## config.mk

```make
export PLATFORM = sky130hd
export DESIGN_NAME = de_selector14_sched
export DESIGN_NICKNAME = d
export VERILOG_FILES = /design/src/rtl/de_sel_pkg.sv /design/src/rtl/rr_pick4.sv /design/src/rtl/de_selector14_sched.sv
export SDC_FILE = /design/constraint.sdc
export NUM_CORES = 1
export LEC_CHECK = 0
export CORE_MARGIN = 5
export CORE_UTILIZATION = 24
export CTS_BUF_LIST = sky130_fd_sc_hd__clkbuf_8 sky130_fd_sc_hd__clkbuf_16
export DETAILED_ROUTE_END_ITERATION = 6
export GPL_TIMING_DRIVEN = 1
export HOLD_SLACK_MARGIN = 0.15
export SYNTH_ARGS = -nofsm -noshare
export SYNTH_HDL_FRONTEND = slang
export SYNTH_HIERARCHICAL = 1
export SYNTH_SLANG_ARGS = --single-unit
```

## constraint.sdc

```tcl
create_clock -name iCLK -period 2.5 [get_ports iCLK]
set_input_delay 0.625 -clock iCLK [delete_from_list [all_inputs] [get_ports iCLK]]
set_output_delay 0.625 -clock iCLK [all_outputs]
set_load 0.05 [all_outputs]
```

## src/rtl/de_sel_pkg.sv

```systemverilog
// Shared constants and state encoding for the de_selector14 sequencer.
// Imported by the arbiter and the sequencer top.
package de_sel_pkg;

  localparam int NCH   = 4;
  localparam int SEL_W = 2;
  localparam int CNT_W = 4;

  typedef enum logic [1:0] {
    ST_IDLE = 2'd0,
    ST_XFER = 2'd1,
    ST_GAP  = 2'd2
  } state_t;

endpackage

```

## src/rtl/rr_pick4.sv

```systemverilog
// Round-robin picker: first set bit of elig searching upward
// from last+1, wrapping modulo 4.
module rr_pick4
  import de_sel_pkg::*;
(
  input  logic [NCH-1:0]   elig,
  input  logic [SEL_W-1:0] last,
  output logic [SEL_W-1:0] pick,
  output logic             found
);

  logic [SEL_W-1:0] w_idx;

  always_comb begin
    pick  = '0;
    found = 1'b0;
    w_idx = '0;
    for (int i = 1; i <= NCH; i++) begin
      // 2-bit add wraps naturally; i=4 lands back on last
      w_idx = last + SEL_W'(i);
      if (!found && elig[w_idx]) begin
        pick  = w_idx;
        found = 1'b1;
      end
    end
  end

endmodule

```

## src/rtl/de_selector14_sched.sv

```systemverilog
// Burst/round-robin sequencer driving the select and data
// inputs of the de_selector14 1-to-4 demux.
module de_selector14_sched
  import de_sel_pkg::*;
#(
  parameter int BURST_LEN  = 4,
  parameter int GAP_CYCLES = 1
) (
  input  logic           iCLK,
  input  logic           iRST_N,
  input  logic           iValid,
  input  logic           iData,
  input  logic [NCH-1:0] iReady,
  input  logic [NCH-1:0] iEn,
  output logic           oAccept,
  output logic           oS1,
  output logic           oS0,
  output logic           oC,
  output logic [NCH-1:0] oGrant,
  output logic           oBusy
);

  localparam logic [CNT_W-1:0] LAST_BEAT =
    CNT_W'(BURST_LEN - 1);
  localparam logic [2:0] GAP_LAST =
    3'(GAP_CYCLES - 1);
  localparam state_t ST_END =
    (GAP_CYCLES == 0) ? ST_IDLE : ST_GAP;

  state_t           r_state;
  state_t           w_nxt;
  logic [SEL_W-1:0] r_sel;
  logic [SEL_W-1:0] r_last;
  logic [SEL_W-1:0] w_pick;
  logic [CNT_W-1:0] r_cnt;
  logic [2:0]       r_gcnt;
  logic [NCH-1:0]   r_grant;
  logic [NCH-1:0]   w_elig;
  logic             r_c;
  logic             r_busy;
  logic             w_found;
  logic             w_en_g;
  logic             w_beat;

  assign w_elig = iReady & iEn;
  assign w_en_g = iEn[r_sel];
  assign w_beat = iValid & oAccept;

  rr_pick4 u_pick (
    .elig  (w_elig),
    .last  (r_last),
    .pick  (w_pick),
    .found (w_found)
  );

  always_ff @(posedge iCLK or negedge iRST_N) begin
    if (!iRST_N) begin
      r_state <= ST_IDLE;
      r_busy  <= 1'b0;
    end else begin
      r_state <= w_nxt;
      r_busy  <= (w_nxt != ST_IDLE);
    end
  end

  // Losing the channel enable aborts the burst without a beat
  always_comb begin
    w_nxt = r_state;
    unique case (r_state)
      ST_IDLE:
        if (iValid && w_found) w_nxt = ST_XFER;
      ST_XFER:
        if ((w_beat && r_cnt == LAST_BEAT) || !w_en_g)
          w_nxt = ST_END;
      ST_GAP:
        if (r_gcnt == GAP_LAST) w_nxt = ST_IDLE;
      default:
        w_nxt = ST_IDLE;
    endcase
  end

  always_comb begin
    oAccept = (r_state == ST_XFER)
            && iReady[r_sel] && w_en_g;
  end

  always_ff @(posedge iCLK or negedge iRST_N) begin
    if (!iRST_N) begin
      r_sel   <= '0;
      r_last  <= SEL_W'(NCH - 1);
      r_cnt   <= '0;
      r_gcnt  <= '0;
      r_grant <= '0;
      r_c     <= 1'b0;
    end else begin
      // oC is forced low on every non-beat edge, incl. select changes
      r_c    <= w_beat & iData;
      r_gcnt <= (r_state == ST_GAP) ? r_gcnt + 1'b1 : '0;
      if (r_state == ST_IDLE && w_nxt == ST_XFER) begin
        r_sel   <= w_pick;
        r_last  <= w_pick;
        r_grant <= NCH'(1) << w_pick;
        r_cnt   <= '0;
      end
      if (w_beat)
        r_cnt <= (r_cnt == LAST_BEAT) ? '0 : r_cnt + 1'b1;
      if (r_state != ST_IDLE && w_nxt == ST_IDLE)
        r_grant <= '0;
    end
  end

  assign oS1    = r_sel[1];
  assign oS0    = r_sel[0];
  assign oC     = r_c;
  assign oGrant = r_grant;
  assign oBusy  = r_busy;

endmodule

```

==> impl_metrics.env <==
export IMPL_die_area_um2=5570
export IMPL_grt_max_degree=20
export IMPL_cts_tree="built"
export IMPL_drive_gt1_share_pct=14.7
export IMPL_finalSetupViolations=0
export IMPL_place_gp_congestion=0.732
export IMPL_dr_pass1_iters=4
export IMPL_hpwl_um=1760
export IMPL_drt_iter0_markers=20
export IMPL_dieHeight_um=74.7
export IMPL_nFillCells=410
export IMPL_start_util_pct=24.9
export IMPL_area_delta_synth_final_pct=35.2
export IMPL_rsz0062_at_grt="no"
export IMPL_synth_edff_count=0
export IMPL_async_flop_share_pct=100
export IMPL_syn_cell_area_um2=1000
export IMPL_fin_area_um2=1360
export IMPL_cp_end_kind="output port"
export IMPL_ir_worst_vdd_mv=0.658
export IMPL_tightestPinTransition_ns=0.512
export IMPL_clock_power_share_pct=15.4
export IMPL_rows=23
export IMPL_finalCritPeriodShare_pct=99.0
export IMPL_synthTopCellsByArea="dfrtp_1 (42%), nand2_1 (5.6%), dfstp_2 (5.2%)"
export IMPL_slew_violations=0
export IMPL_h_tree_depth=1
export IMPL_wl_per_cell_um=12.8
export IMPL_fin_util_pct=33.7
export IMPL_criticalPathCategory="in2out"
export IMPL_hold_buffers=0
export IMPL_intPower_uw=809
export IMPL_outcome="finished, final reports clean"
export IMPL_wirelength_um=2300
export IMPL_p_sw_uw=606
export IMPL_grt_overflow=0
export IMPL_clock_tree_buffer_depth=2
export IMPL_syn_num_nets=117
export IMPL_dp_cells=173
export IMPL_hold_path_class="reg2reg"
export IMPL_yosysTopAreaCell="dfrtp_1"
export IMPL_placed_area_um2=1270
export IMPL_antenna_found_initial=0
export IMPL_io_pins=21
export IMPL_switching_share_pct=42.8
export IMPL_required_ns=1.88
export IMPL_synth_ff_type="dfrtp_1"
export IMPL_cts_buffers=3
export IMPL_root_buffer="clkbuf_8"
export IMPL_relSlewSlack_pct=65.7
export IMPL_core_um2=4030
export IMPL_yosysUniqueCellTypes=31
export IMPL_finClkSkew_ns=0.00296
export IMPL_first_global_vias=859
export IMPL_hold_ws_ns=0.462
export IMPL_fmax_mhz=404
export IMPL_combPwrFrac_pct=48.6
export IMPL_clock_sinks=19
export IMPL_multi_input_area_um2=500
export IMPL_grt_pass1_wl_um=3820
export IMPL_timing_hold_violations_final=0
export IMPL_vias_per_cell=4.62
export IMPL_arrival_ns=1.85
export IMPL_stdcell_count=179
export IMPL_vias=827
export IMPL_ys_warn_count=6
export IMPL_ys_seq_elements=19
export IMPL_preCtsSetupSlack_ns=-0.0469
export IMPL_period_minus_slack_ns=2.48
export IMPL_area_sequential_um2=478
export IMPL_seqPwrFrac_pct=35.9
export IMPL_total_power_mw=1.41
export IMPL_numPortBuffers=20
export IMPL_diodes=0
export IMPL_detail_route_antenna_nets=0
export IMPL_synth_top_area_share_pct=42.4
export IMPL_die_x_um=74.7
export IMPL_drc=0
export IMPL_maxCapViolations=0
export IMPL_crit_fanout=2
export IMPL_clkTransAtPathRegs_ns=0.07
export IMPL_fin_tns_setup_ns=0
export IMPL_p_per_area_nw_per_um2=1040
export IMPL_timing_final_ws_setup_ns=0.0243
export IMPL_postSynthCellCount=102
export IMPL_nets=145
export IMPL_ys_seq_area_share_pct=47.6
export IMPL_power_leakage_nw=0.642
export IMPL_insertion_delay_ns=0.26
export IMPL_track_usage_pct=9.01
export IMPL_avgSynthCellArea_um2=9.84
export IMPL_start_kind="input port"
## sequential cells by signal, summed over array words and instances (netlist names)
| register | count |
|---|---|
| r_sel | 2 |
| r_cnt | 4 |
| r_last | 2 |
| r_state | 2 |
| oBusy | 1 |
| oGrant | 4 |
| r_gcnt | 3 |
| oC | 1 |
## synthesized netlist by cell type, types with 3 or more instances
master     n
nand2b_1   5
nand2_1   15
inv_1      4
o21ai_0    5
and2_1     5
and3_1     4
ha_1       3
nand3_1    8
nor2b_1    4
nor2_1     8
dfrtp_1   17
## per-layer routing
layer / part of all wire (%) / track usage, % / vias to the layer above / wire length [µm]
met3: 8.0 / 3.87 / 4 / 184
met4: 0.87 / 2.96 / 0 / 20
met1: 43 / 10.3 / 388 / 982
li1: - / - / 404 / -
met5: 0 / 0 / - / 0
met2: 48 / 15.2 / 31 / 1110
## cell families (layout without fill, tap and decap cells)
family / after synthesis / count (layout) / synth area share (%)
adder cells (fa/ha/maj): 3 / 3 / 3.74
buffers and inverters: 6 / 33 / 2.99
AND/OR/NAND/NOR: 55 / 55 / 28.8
multiplexers: 3 / 3 / 5.49
XOR/XNOR: 1 / 1 / 0.873
AO/OA/AOI/OAI: 15 / 15 / 10.5
flip-flops: 19 / 19 / 47.6
## path summary, 6_finish.rpt
check | start | end | slack [ns] | depth (start not counted)
min in group asynchronous | iRST_N | r_sel[0] | 0.69 | 2
worst min-delay path | r_gcnt[0] | r_gcnt[0] | 0.46 | 1
worst min register to register | r_gcnt[0] | r_gcnt[0] | 0.46 | 1
max in group asynchronous | iRST_N | r_last[1] | 1.54 | 2
worst max register to register | r_sel[0] | r_cnt[2] | 0.38 | 7
worst max-delay path | iReady[3] | oAccept | 0.02 | 4
## critical path: stages
cell and delay, ns:
clkdlybuf4s50_1 0.41, mux4_2 0.49, and3_4 0.17, buf_8 0.14
## final cells by class
type	instances	share of cell area, %
well taps	50	4.61
inverters	4	1.11
repair buffers	25	18.5
clock inverters	1	0.554
clock buffers	3	3.04
flip-flops and latches	19	35.2
multi-input cells	77	36.9
## what timing repair did
| action | 4_1_cts | 5_1_grt |
|---|---|---|
| endpoints found under the setup margin | 1 | 1 |
| gates resized for setup | 4 | 4 |
| pin swaps | 1 | 1 |
| buffers inserted | 1 | 1 |
## power groups by stage
stage	logic [mW]	registers, mW	clock network (mW)
after floorplan	0.267	0.671	0
after global placement	0.650	0.506	0
after detailed placement	0.654	0.513	0
after CTS	0.682	0.510	0.226
after global routing	0.740	0.525	0.241
final	0.688	0.508	0.218
## cell usage in the layout (no fill, tap or decap), types with 2 or more instances in the layout
cell             count
buf_4                5
and3_1               3
inv_1                4
dfstp_2              2
clkdlybuf4s50_1     14
nand3_1              8
nor2_1               8
nand2_1             15
ha_1                 3
clkbuf_8             3
dfrtp_1             17
nand2b_1             5
a21oi_1              2
nor2b_1              4
nor3b_1              2
and2_1               5
mux4_2               2
dlymetal6s2s_1       4
o21ai_0              5
(Power assumes the default switching activity.)
